==> config.mk <==
export PLATFORM = sky130hd
export DESIGN_NAME = count_event_capture
export DESIGN_NICKNAME = d
export VERILOG_FILES = /design/src/rtl/count_event_capture_pkg.sv /design/src/rtl/count_event_capture_fifo.sv /design/src/rtl/count_event_capture.sv
export SDC_FILE = /design/constraint.sdc
export NUM_CORES = 1
export LEC_CHECK = 0
export ABC_AREA = 1
export CAP_MARGIN = 40
export CORE_AREA = 2 2 134 136
export CTS_BUF_LIST = sky130_fd_sc_hd__clkbuf_4
export DETAILED_ROUTE_END_ITERATION = 16
export DIE_AREA = 0 0 136 138
export GPL_TIMING_DRIVEN = 0
export PLACE_DENSITY_LB_ADDON = 0.2
export SLEW_MARGIN = 20
export SYNTH_ARGS = -nofsm -noshare
export SYNTH_HDL_FRONTEND = slang
export SYNTH_SLANG_ARGS = --single-unit
export TNS_END_PERCENT = 5
==> constraint.sdc <==
create_clock -name wb_clk_i -period 3.1 [get_ports wb_clk_i]
set_input_delay 0.62 -clock wb_clk_i [delete_from_list [all_inputs] [get_ports wb_clk_i]]
set_output_delay 0.62 -clock wb_clk_i [all_outputs]
set_load 0.005 [all_outputs]
==> src/rtl/count_event_capture_pkg.sv <==
// Shared definitions for the event-capture block: register map, bit positions
// and FIFO entry layout.
package count_event_capture_pkg;

  localparam int unsigned CHAN_W  = 4;
  localparam int unsigned CNT_W   = 16;
  localparam int unsigned ENTRY_W = CHAN_W + CNT_W;

  localparam logic [CNT_W-1:0] CMP_RST = 16'hFFFF;

  // Register select from wbs_adr_i[3:2]
  typedef enum logic [1:0] {
    REG_CTRL = 2'd0,
    REG_STAT = 2'd1,
    REG_FIFO = 2'd2,
    REG_CMP  = 2'd3
  } reg_sel_e;

  // CTRL fields
  localparam int unsigned CTRL_W        = 5;
  localparam int unsigned CTRL_EN       = 0;
  localparam int unsigned CTRL_EDGE     = 1;
  localparam int unsigned CTRL_MASK_LSB = 2;

  // STAT fields
  localparam int unsigned STAT_EMPTY = 8;
  localparam int unsigned STAT_FULL  = 9;
  localparam int unsigned STAT_OVF   = 16;
  localparam int unsigned STAT_MISS  = 17;
  localparam int unsigned STAT_HIT   = 18;

  // FIFO read word
  localparam int unsigned FIFO_VALID = 31;

endpackage

==> src/rtl/count_event_capture_fifo.sv <==
// Synchronous capture FIFO. A push while full is accepted only when a pop
// happens on the same cycle; pops on an empty FIFO are ignored.
module capture_fifo #(
  parameter int unsigned DEPTH = 8,
  parameter int unsigned W     = 20
) (
  input  logic                     clk_i,
  input  logic                     rst_n_i,
  input  logic                     push_i,
  input  logic                     pop_i,
  input  logic [W-1:0]             wdata_i,
  output logic [W-1:0]             rdata_o,
  output logic                     full_o,
  output logic                     empty_o,
  output logic [$clog2(DEPTH):0]   level_o
);

  localparam int unsigned AW = $clog2(DEPTH);
  localparam int unsigned LW = AW + 1;

  logic [W-1:0]  mem_q [DEPTH];
  logic [AW-1:0] wr_ptr_q, rd_ptr_q;
  logic [LW-1:0] level_q;
  logic          do_push, do_pop;

  assign empty_o = (level_q == '0);
  assign full_o  = (level_q == LW'(DEPTH));
  assign level_o = level_q;
  assign rdata_o = mem_q[rd_ptr_q];

  assign do_pop  = pop_i & ~empty_o;
  assign do_push = push_i & (~full_o | do_pop);

  // Storage array, written at the tail
  always_ff @(posedge clk_i) begin
    if (do_push) mem_q[wr_ptr_q] <= wdata_i;
  end

  // Pointers wrap naturally at DEPTH (power of two); level tracks occupancy
  always_ff @(posedge clk_i or negedge rst_n_i) begin
    if (!rst_n_i) begin
      wr_ptr_q <= '0;
      rd_ptr_q <= '0;
      level_q  <= '0;
    end else begin
      if (do_push) wr_ptr_q <= wr_ptr_q + AW'(1);
      if (do_pop)  rd_ptr_q <= rd_ptr_q + AW'(1);
      if (do_push && !do_pop)      level_q <= level_q + LW'(1);
      else if (do_pop && !do_push) level_q <= level_q - LW'(1);
    end
  end

endmodule

==> src/rtl/count_event_capture.sv <==
// Event timestamp capture: synchronises event inputs, captures {chan,count}
// into a FIFO, flags compare matches and exposes everything over Wishbone.
module count_event_capture
  import count_event_capture_pkg::*;
#(
  parameter int unsigned NCH   = 4,
  parameter int unsigned DEPTH = 8
) (
  input  logic             wb_clk_i,
  input  logic             wb_rst_n_i,
  input  logic             wbs_stb_i,
  input  logic             wbs_cyc_i,
  input  logic             wbs_we_i,
  input  logic [3:0]       wbs_sel_i,
  input  logic [31:0]      wbs_adr_i,
  input  logic [31:0]      wbs_dat_i,
  output logic             wbs_ack_o,
  output logic [31:0]      wbs_dat_o,
  input  logic [15:0]      count_i,
  input  logic [NCH-1:0]   evt_i,
  output logic [2:0]       irq
);

  localparam int unsigned LW = $clog2(DEPTH) + 1;

  logic              ack_q;
  logic [31:0]       dat_q;
  logic [CTRL_W-1:0] ctrl_q, ctrl_d;
  logic [CNT_W-1:0]  cmp_q, cmp_d;
  logic              ovf_q, ovf_d, miss_q, miss_d, hit_q, hit_d;
  logic              eq_q;
  logic [2:0]        irq_q;
  logic [NCH-1:0]    s1_q, s2_q, hist_q, edge_v;
  logic              req_q, req_d, multi_q, multi_d;
  logic [CHAN_W-1:0] chan_q, chan_d;

  logic              acc, wr, rd, w1c, pop, push, ovf_set, cmp_eq;
  reg_sel_e          rsel;
  logic [31:0]       rdata, lvl32;
  logic [3:0]        lvl_sat;
  logic [ENTRY_W-1:0] head;
  logic              full, empty;
  logic [LW-1:0]     level;
  logic              unused_bits;

  // Access is taken on the cycle ack gets set, so side effects happen once
  assign acc  = wbs_cyc_i & wbs_stb_i & ~ack_q;
  assign rsel = reg_sel_e'(wbs_adr_i[3:2]);
  assign wr   = acc & wbs_we_i;
  assign rd   = acc & ~wbs_we_i;
  assign w1c  = wr & (rsel == REG_STAT) & wbs_sel_i[2];
  assign pop  = rd & (rsel == REG_FIFO) & ~empty;

  assign push    = req_q & (~full | pop);
  assign ovf_set = req_q & full & ~pop;
  assign cmp_eq  = (count_i == cmp_q);

  assign lvl32   = 32'(level);
  assign lvl_sat = (lvl32 > 32'd15) ? 4'hF : lvl32[3:0];

  assign wbs_ack_o = ack_q;
  assign wbs_dat_o = dat_q;
  assign irq       = irq_q;

  assign unused_bits = ^{wbs_adr_i[31:4], wbs_adr_i[1:0], wbs_dat_i[31:19],
                         wbs_sel_i[3], lvl32[31:4]};

  capture_fifo #(
    .DEPTH (DEPTH),
    .W     (ENTRY_W)
  ) u_fifo (
    .clk_i   (wb_clk_i),
    .rst_n_i (wb_rst_n_i),
    .push_i  (push),
    .pop_i   (pop),
    .wdata_i ({chan_q, count_i}),
    .rdata_o (head),
    .full_o  (full),
    .empty_o (empty),
    .level_o (level)
  );

  // Edge detect on the synchronised inputs, then lowest-index priority pick
  always_comb begin
    edge_v  = ctrl_q[CTRL_EDGE] ? (~s2_q & hist_q) : (s2_q & ~hist_q);
    if (!ctrl_q[CTRL_EN]) edge_v = '0;
    req_d   = 1'b0;
    multi_d = 1'b0;
    chan_d  = '0;
    for (int unsigned i = 0; i < NCH; i++) begin
      if (edge_v[i]) begin
        if (req_d) multi_d = 1'b1;
        else begin
          req_d  = 1'b1;
          chan_d = CHAN_W'(i);
        end
      end
    end
  end

  // Register read mux
  always_comb begin
    rdata = '0;
    case (rsel)
      REG_CTRL: rdata[CTRL_W-1:0] = ctrl_q;
      REG_STAT: begin
        rdata[3:0]        = lvl_sat;
        rdata[STAT_EMPTY] = empty;
        rdata[STAT_FULL]  = full;
        rdata[STAT_OVF]   = ovf_q;
        rdata[STAT_MISS]  = miss_q;
        rdata[STAT_HIT]   = hit_q;
      end
      REG_FIFO: if (!empty) begin
        rdata[FIFO_VALID]    = 1'b1;
        rdata[ENTRY_W-1:0]   = head;
      end
      REG_CMP:  rdata[CNT_W-1:0] = cmp_q;
      default:  rdata = '0;
    endcase
  end

  // Register writes and sticky flags; a new set beats a same-cycle W1C
  always_comb begin
    ctrl_d = ctrl_q;
    cmp_d  = cmp_q;
    ovf_d  = ovf_q;
    miss_d = miss_q;
    hit_d  = hit_q;
    if (wr && rsel == REG_CTRL && wbs_sel_i[0]) ctrl_d = wbs_dat_i[CTRL_W-1:0];
    if (wr && rsel == REG_CMP) begin
      if (wbs_sel_i[0]) cmp_d[7:0]  = wbs_dat_i[7:0];
      if (wbs_sel_i[1]) cmp_d[15:8] = wbs_dat_i[15:8];
    end
    if (w1c) begin
      if (wbs_dat_i[STAT_OVF])  ovf_d  = 1'b0;
      if (wbs_dat_i[STAT_MISS]) miss_d = 1'b0;
      if (wbs_dat_i[STAT_HIT])  hit_d  = 1'b0;
    end
    if (ovf_set)            ovf_d  = 1'b1;
    if (req_q && multi_q)   miss_d = 1'b1;
    if (cmp_eq && !eq_q)    hit_d  = 1'b1;
  end

  // State registers: WB response, config, flags, sync chain, capture request
  always_ff @(posedge wb_clk_i or negedge wb_rst_n_i) begin
    if (!wb_rst_n_i) begin
      ack_q   <= 1'b0;
      dat_q   <= '0;
      ctrl_q  <= '0;
      cmp_q   <= CMP_RST;
      ovf_q   <= 1'b0;
      miss_q  <= 1'b0;
      hit_q   <= 1'b0;
      eq_q    <= 1'b0;
      irq_q   <= '0;
      s1_q    <= '0;
      s2_q    <= '0;
      hist_q  <= '0;
      req_q   <= 1'b0;
      multi_q <= 1'b0;
      chan_q  <= '0;
    end else begin
      ack_q   <= acc;
      dat_q   <= rd ? rdata : '0;
      ctrl_q  <= ctrl_d;
      cmp_q   <= cmp_d;
      ovf_q   <= ovf_d;
      miss_q  <= miss_d;
      hit_q   <= hit_d;
      eq_q    <= cmp_eq;
      irq_q   <= {hit_q, ovf_q, ~empty} & ctrl_q[CTRL_MASK_LSB +: 3];
      s1_q    <= evt_i;
      s2_q    <= s1_q;
      hist_q  <= s2_q;
      req_q   <= req_d;
      multi_q <= multi_d;
      chan_q  <= chan_d;
    end
  end

endmodule

# --- Word-level counts from Yosys, hierarchy flattened ---
# Memories as Yosys holds them, arrays and structs flattened.
# Index checks and enable logic that the tools add are counted.
word_totals:
  reg_bits: 89
  latch_bits: 0
  ramBits: 160
  romBits: 0
  out_inout_bits: 36
  wordCells: 122
  memories: 1
memory_table:
  columns: ["name", "words", "word_bits", "read_ports", "rd_clocked_by_memory_dff", "write_ports", "line", "text"]
  rows:
  - ["u_fifo.mem_q", 8, 20, 1, 0, 1, "count_event_capture_fifo.sv:21", "logic [W-1:0] mem_q [DEPTH];"]
op_classes:
  add_sub_neg: 4
  n_mul: 0
  div_mod_pow: 0
  order_cmp: 1
  eq_ne: 5
  n_shift: 0
  mux: 43
  n_bitwise: 25
  n_reduce_logical: 24
ops:
  columns: ["cell", "count"]
  rows:
  - ["2-to-1 mux 4 bit", 9]
  - ["2-to-1 mux 32 bit", 1]
  - ["2-to-1 mux 1 bit", 26]
  - ["2-to-1 mux 20 bit", 1]
  - ["== test 16 bit", 1]
  - ["case mux 4 bit (4 select lines)", 1]
  - ["nonzero test 2 bit", 7]
  - ["AND 1 bit", 13]
  - ["case mux 3 bit (2 select lines)", 2]
  - ["case mux 6 bit (2 select lines)", 1]
  - ["AND reduction 2 bit", 5]
  - ["AND 4 bit", 2]
  - ["inverter 4 bit", 2]
  - ["logical AND 1 bit", 7]
  - ["adder 3 x 1 -> 3 bit (second input constant)", 2]
  - ["case mux 2 bit (3 select lines)", 1]
  - ["inverter 1 bit", 5]
  - ["adder 4 x 1 -> 4 bit (second input constant)", 1]
  - ["== test 2 bit (second input constant)", 2]
  - ["== test 4 bit (second input constant)", 1]
  - ["greater-than comparator 4 bit (second input constant)", 1]
  - ["logical NOT 4 bit", 1]
  - ["subtractor 4 x 1 -> 4 bit (second input constant)", 1]
  - ["AND 3 bit", 1]
  - ["other kinds (5)", 8]

# --- Longest topological paths before layout ---
# Gate-level depths: netlist (run 1).
depth:
  depth_word: 12
  mapped_depth: 17

# --- Hierarchy ---
# A second synthesis (run 1) with hierarchy kept.
unflattened:
  hier_cells: 992
  area_unflattened_um2: 10282.4
modules_own_cells:
  columns: ["mod", "instances", "cells_per_inst", "area_each_um2", "seq_area_each_um2"]
  rows:
  - ["capture_fifo", 1, 611, 7056.8, 5054.8]
  - ["count_event_capture", 1, 381, 3225.6, 1671.6]

# --- Worst setup path after synthesis (run 1) ---
# Ideal clock, no wire load.
synth_path:
  kind: "input port to flip-flop"
  start: "input port wbs_adr_i[2]"
  end: "memory u_fifo.mem_q[1][0], enable pin"
  setup_ns: 0.392
  t_arrival_ns: 2.120
  t_required_ns: 2.708
  slack_ns: 0.587
  stages: 8
  cell_sequence: "inv_1 -> ha_1 -> nand3_2 -> nand3_1 -> nand2_2 -> inv_2 -> nand2_1 -> nor2_1"
synth_via:
  elab_chain_cells: 8
  elab_cells_between_ends: 10
synth_rtl:
  columns: ["element", "line", "text"]
  rows:
  - ["start, declared", "count_event_capture.sv:15", "input logic [31:0] wbs_adr_i,"]
  - ["== test 2 bit *", "count_event_capture.sv:52", "assign pop = rd & (rsel == REG_FIFO) & ~empty;"]
  - ["AND 1 bit * (2 in series)", "count_event_capture.sv:52", null]
  - ["bitwise OR 1 bit or AND 1 bit (tied branches)", "count_event_capture.sv:54, count_event_capture_fifo.sv:31", null]
  - ["AND 1 bit or bitwise OR 1 bit (tied branches)", "count_event_capture.sv:54, count_event_capture_fifo.sv:32", null]
  - ["AND 1 bit *", "count_event_capture_fifo.sv:32", "assign do_push = push_i & (~full_o | do_pop);"]
  - ["net u_fifo.do_push", "count_event_capture_fifo.sv:24", "logic do_push, do_pop;"]
  - ["2-to-1 mux 1 bit *", "count_event_capture_fifo.sv:36", "if (do_push) mem_q[wr_ptr_q] <= wdata_i;"]
  - ["2-to-1 mux 1 bit (not written as such) *", "count_event_capture_fifo.sv:36", null]
  - ["end, declared", "count_event_capture_fifo.sv:21", null]
# Mark *: on every way through the listed nets, which the timed path passes. The rest lies on a longest branch.

# --- Worst setup path in the final report (run 1) ---
layout_path:
  start: "input port wbs_adr_i[2]"
  end: "memory u_fifo.mem_q[1][6], enable pin"
# The elaborated chain is that of the path after synthesis.

==> results.cfg, run 1 <==
[critical_path]
critical_path.slowest_cell = nor2_2
crit_path_start_kind = primary input
cp_data_required_time_ps = 3450
worstSetupEndpoint = u_fifo.mem_q[1][6]
critPathKind = in2reg
r2r_cells = 8
r2r_slack_ps = 620
critPathMaxFanout = 10
crit_chain = clkdlybuf4s50_1 > inv_1 > ha_1 > nand3_2 > nand3_1 > nand2_2 > inv_2 > nand2_1 > nor2_2 > buf_6
crit_family = simple AND/OR/NAND/NOR gates
reg2reg_to = u_fifo.mem_q[1][6]
end_kind = flip-flop
critPathBufInv = 4
crit_path_start = wbs_adr_i[2]
crit_cells = 10
cp_slowest_stage_delay_ps = 620
r2r_start = wbs_ack_o
cp.arrival_ps = 3010

[clocking]
cts_sinks = 219
cts_tree = built
clockRootBuffer = clkbuf_4
cts_htree_levels = 2
clk_latency_ps = 660
cts.repair.resized = 0
cts_buffers = 55
max-clock-path-buffers = 3
postCtsSetupBuffers = 0
clk_pin_slew_worst_paths_ps = 60

[grt]
grt_usage_pct = 25.6
antenna_found_initial = 1
grt_pass1_wl_um = 36200
grt_max_degree = 46
first_global_vias = 6844
grt_overflow = 0

[timing]
worst_pin_slew_ps = 814
clock.fmax_ghz = 0.375
relSlewSlack_pct = 45.6
final_max_slew_viol_count = 0
setup_viol = 0
finalHoldViolCount = 0
skew_ps = 27.7
fin_crit_sh_pct = 86.1
setup_ws_ps = 432
fin_crit_ps = 2670
grt_setup_unrepaired = no

[synth]
synth_ff_type = edfxtp_1
synth_cell_types = 35
synth-seq-cells = 219
netlist_instances = 937
synth-edff-count = 144
syn_area_per_cell_um2 = 10.2
ys_async_sr_fraction_pct = 34.2
synth_seq_area_share_pct = 65.0
syn_area_um2 = 9580
yosysWarningCount = 0

[final_layout]
instances_no_fill = 1357
nFillCells = 1422
drive_above_1_share_pct = 17.1
num-nets-final = 1185
regArea_um2 = 6220
design_area_um2 = 11500
multiInputGateArea_um2 = 2760
area_growth_syn_to_layout_pct = 19.8

[placement]
hpwlAfterDp_um = 15000
placed_cell_area_um2 = 10700
io_buffer_count = 72
place_inst = 1251
gp_congestion = 0.830
place_ws_ps = -177

[hold_path]
hp-class = reg2reg
hp-start = s1_q[1]

[power_and_ir_drop]
powerDensity_nw_per_um2 = 749
power_leakage_nw = 5.07
peakVddDrop_v = 0.000375

[floorplanning]
ioPinCount = 129
dieArea_um2 = 18800
coreArea_um2 = 17500
rows = 49
start_util_pct = 54.6
die_w_um = 136
die_h_um = 138

[routing]
drt-vias-per-instance = 5.16
dr.first_iter.drc_count = 712
drc = 0
drt_first_pass_iters = 6
dr_total_vias = 7001
routed_wl_um = 23100
ant_nets = 0
routedWlPerCell_um = 17.0

[flow_run]
max_cap_violations = 0

[status]
status = completed
metal layers:
metal,routed length (um),vias to the layer above,GRT usage (%)
li1,-,3347,-
met1,9640,3282,35.2
met2,11000,321,41.0
met3,1870,51,4.88
met4,577,0,9.10
met5,0,-,0
power breakdown:
group	switching [mW]	internal [mW]	leakage, nW	total [mW]
logic	1.66	0.811	2.39	2.47
clock network	1.15	1.36	0.447	2.51
registers	0.172	3.44	2.23	3.62
total	2.98	5.61	5.07	8.59
cell usage after synthesis (2+ instances only):
master | instances | area [um^2]
a221oi_1 | 3 | 26.3
xor2_1 | 5 | 43.8
clkbuf_1 | 6 | 22.5
nand2_1 | 301 | 1130
nand2_2 | 4 | 25.0
o21ai_2 | 9 | 78.8
buf_6 | 3 | 33.8
o21ai_0 | 30 | 150
xnor2_1 | 3 | 26.3
buf_2 | 14 | 70.1
nor2_4 | 4 | 45.0
dfrtp_1 | 59 | 1480
nand3_2 | 2 | 20.0
inv_1 | 102 | 383
buf_4 | 21 | 158
a21oi_1 | 19 | 95.1
ha_1 | 11 | 138
dfstp_2 | 16 | 420
a21oi_2 | 7 | 61.3
edfxtp_1 | 144 | 4320
nor2_1 | 60 | 225
nand3_1 | 94 | 470
nand3_4 | 2 | 35.0
inv_2 | 7 | 26.3
through the flow:
| step | hold slack (ps) | total power, mW | util, % | setup TNS (ps) |
|---|---|---|---|---|
| after floorplan | 324 | 5.24 | - | 0 |
| after global placement | 332 | 5.99 | 60.6 | -213170 |
| after detailed placement | 335 | 6.10 | 61.1 | -5080 |
| after CTS | 356 | 8.62 | 65.4 | 0 |
| after global routing | 354 | 9.12 | 65.4 | 0 |
| final | 352 | 8.59 | 65.4 | 0 |
registers in the layout, indices dropped and copies added, names as in the netlist, 2 cells and up:
register and flops:
chan_q 2, cmp_q 16, ctrl_q 5, hist_q 4
irq 3, s1_q 4, s2_q 4, u_fifo.level_o 4
u_fifo.mem_q 144, u_fifo.rd_ptr_q 3, u_fifo.wr_ptr_q 3, wbs_dat_o 20
worst register-to-register path, delay by kind of cell, from the launching register on:
| family | cells | cell delay [ps] |
|---|---|---|
| buffers and inverters | 2 | 370 |
| and+or+nand+nor | 6 | 1350 |
| DFF | 1 | 440 |
placed cells by master (no fill, tap or decap), drive strengths merged:
| cell type | instances |
|---|---|
| a21oi | 26 |
| a221oi | 3 |
| a22o | 1 |
| and2 | 1 |
| buf | 41 |
| bufinv | 1 |
| clkbuf | 93 |
| clkdlybuf4s50 | 71 |
| clkinv | 15 |
| conb | 12 |
| dfrtp | 59 |
| dfstp | 16 |
| diode | 1 |
| dlygate4sd3 | 1 |
| edfxtp | 144 |
| fa | 1 |
| ha | 11 |
| inv | 110 |
| nand2 | 305 |
| nand3 | 98 |
| nand3b | 1 |
| nand4 | 1 |
| nor2 | 64 |
| nor3 | 1 |
| nor3b | 1 |
| o21ai | 40 |
| o22ai | 1 |
| or2 | 1 |
| xnor2 | 3 |
| xor2 | 5 |
cell families after synthesis:
logic type	after synthesis	synth area share, %
AOI/OAI and AO/OA	71	4.51
xor gates and xnor gates	8	0.732
adders and majority gates	12	1.65
buffers and inverters	153	7.24
DFF	219	65.0
other	1	0.0392
and+or+nand+nor	473	20.9
final cells by class:
cell class	instances	area share, %
Clock buffer	87	5.69
Buffer	44	2.47
Inverter	109	3.57
Timing Repair Buffer	75	6.68
Sequential cell	219	54.2
Antenna cell	1	0.0218
Tap cell	229	2.50
Clock inverter	17	0.807
Multi-Input combinational cell	576	24.1
worst min-delay path by stage:
stage	end	slack [ps]	cells past startpoint
final	s2_q[1]	350	0
after global routing	s2_q[0]	350	0
after detailed placement	s2_q[3]	330	0
after floorplan	chan_q[0]	320	0
after global placement	s2_q[2]	330	0
after CTS	s2_q[1]	360	0
timing repair:
action,in CTS,in global routing
endpoints found under the setup margin,0,0
endpoints found under the hold margin,22,0
hold buffers,1,0
(Power assumes the default switching activity.)
==> run 2, diff against run 1 <==
--- a/config.mk
+++ b/config.mk
@@ -7,13 +7,13 @@
 export LEC_CHECK = 0
 export ABC_AREA = 1
 export CAP_MARGIN = 40
-export CORE_AREA = 2 2 134 136
+export CORE_AREA = 2 2 172 107
 export CTS_BUF_LIST = sky130_fd_sc_hd__clkbuf_4
 export DETAILED_ROUTE_END_ITERATION = 16
-export DIE_AREA = 0 0 136 138
+export DIE_AREA = 0 0 174 109
 export GPL_TIMING_DRIVEN = 0
 export PLACE_DENSITY_LB_ADDON = 0.2
-export SLEW_MARGIN = 20
+export SLEW_MARGIN = 0
 export SYNTH_ARGS = -nofsm -noshare
 export SYNTH_HDL_FRONTEND = slang
 export SYNTH_SLANG_ARGS = --single-unit
==> run 2 against run 1 <==
  * Setup slack worse by 39 ps
  * Register-to-register slack better by 20 ps
  * Wire length up 2.2%
  * Count of clock-buffer cells in the layout down 5
  * Largest power group unchanged
==> results.cfg, run 2 (synthesis results as in run 1) <==
[final_layout]
drive_above_1_share_pct = 17.3
largest_reg_flops = 144
instances_no_fill = 1364
final_common_cell = nand2_1
largest_register = u_fifo.mem_q
antennaDiodeCount = 0
final_cell_mix = nand2_1, edfxtp_1, inv_1
nFillCells = 1409
area_growth_syn_to_layout_pct = 20.1
design_area_um2 = 11500
num-nets-final = 1187

[placement]
gp_congestion = 0.849
hpwlAfterDp_um = 16400
placed_cell_area_um2 = 10800
io_buffer_count = 72
place_inst = 1269

[routing]
met3_length_um = 2510
drc = 0
ant_nets = 0
drt-vias-per-instance = 5.15
drt_first_pass_iters = 7
routed_wl_um = 23600
wl_met1_um = 10800
dr.first_iter.drc_count = 835
dr_total_vias = 7022
met2_length_um = 10100
routedWlPerCell_um = 17.3
top_layer = met4

[floorplanning]
dieArea_um2 = 19000
start_util_pct = 54.7
rows = 38
die_h_um = 109
ioPinCount = 129
coreArea_um2 = 17500
die_w_um = 174

[power_and_ir_drop]
p_total_mw = 8.49
power_leakage_nw = 5.08
peakVddDrop_v = 0.000429
powerDensity_nw_per_um2 = 738

[timing]
finalHoldViolCount = 0
fin_crit_ps = 2710
relSlewSlack_pct = 41.7
final_max_slew_viol_count = 0
fin_crit_sh_pct = 87.3
clock.fmax_ghz = 0.369
hold-worst-slack_ps = 349
skew_ps = 34.3
worst_pin_slew_ps = 874
grt_setup_unrepaired = no
setup_viol = 0

[critical_path]
cp.arrival_ps = 3010
end_kind = flip-flop
critPathKind = in2reg
critPathMaxFanout = 10
r2r_cells = 8
cp_data_required_time_ps = 3400
r2r_slack_ps = 640
crit_path_start_kind = primary input

[grt]
grt_pass1_wl_um = 36800
antenna_found_initial = 0
grt_overflow = 0
grt_usage_pct = 26.1
grt_max_degree = 42
first_global_vias = 6621

[status]
status = completed

[clocking]
cts_htree_levels = 2
clockRootBuffer = clkbuf_4
postCtsSetupBuffers = 0
cts.repair.resized = 0
clk_latency_ps = 630
hold_buffers = 1
cts_sinks = 219
cts_tree = built
max-clock-path-buffers = 3
cts_buffers = 50
clk_pin_slew_worst_paths_ps = 60

[flow_run]
max_cap_violations = 0

[hold_path]
min_path_cells = 0
hp-class = reg2reg
## run 2: report_power, final
part	internal, mW	total (mW)	switching [mW]
sequential	3.44	3.62	0.179
combinational	0.828	2.48	1.65
clock	1.28	2.39	1.11
## run 2: through the flow
stage / util (%) / worst slack (ps) / setup TNS [ps]
floorplan: - / 587 / 0
global placement: 60.8 / -1300 / -216130
detailed placement: 61.8 / -163 / -5960
CTS: 65.8 / 430 / 0
global route: 65.8 / 285 / 0
finish: 65.8 / 393 / 0
## run 2: layout make-up
cell class	instances	area, um^2	area share, %
plain buffers	44	284	2.47
clock buffers	82	616	5.35
multi-input cells	576	2730	23.7
inverters	109	409	3.56
repair buffers	82	881	7.65
flip-flops and latches	219	6220	54.1
well taps	240	300	2.61
clock inverters	12	71.3	0.620
## run 2: final timing paths
kind / to / from
min: s2_q[0] / s1_q[0]
max reg2reg: u_fifo.mem_q[6][6] / wbs_ack_o
max in group asynchronous: cmp_q[5] / wb_rst_n_i
min reg2reg: s2_q[0] / s1_q[0]
min in group asynchronous: wbs_dat_o[8] / wb_rst_n_i
max: u_fifo.mem_q[6][6] / wbs_adr_i[2]
## run 2: critical path: stages
cell             delay, ps
clkdlybuf4s50_1        500
inv_1                  150
ha_1                   210
nand3_2                120
nand3_1                150
nand2_2                110
inv_2                  100
nand2_2                100
nor2_2                 680
buf_8                  250
## run 2: routing by layer
metal	track usage, %	vias up
met5	0	-
met1	39.5	3298
met3	6.38	29
met2	38.2	346
met4	6.06	0
li1	-	3349
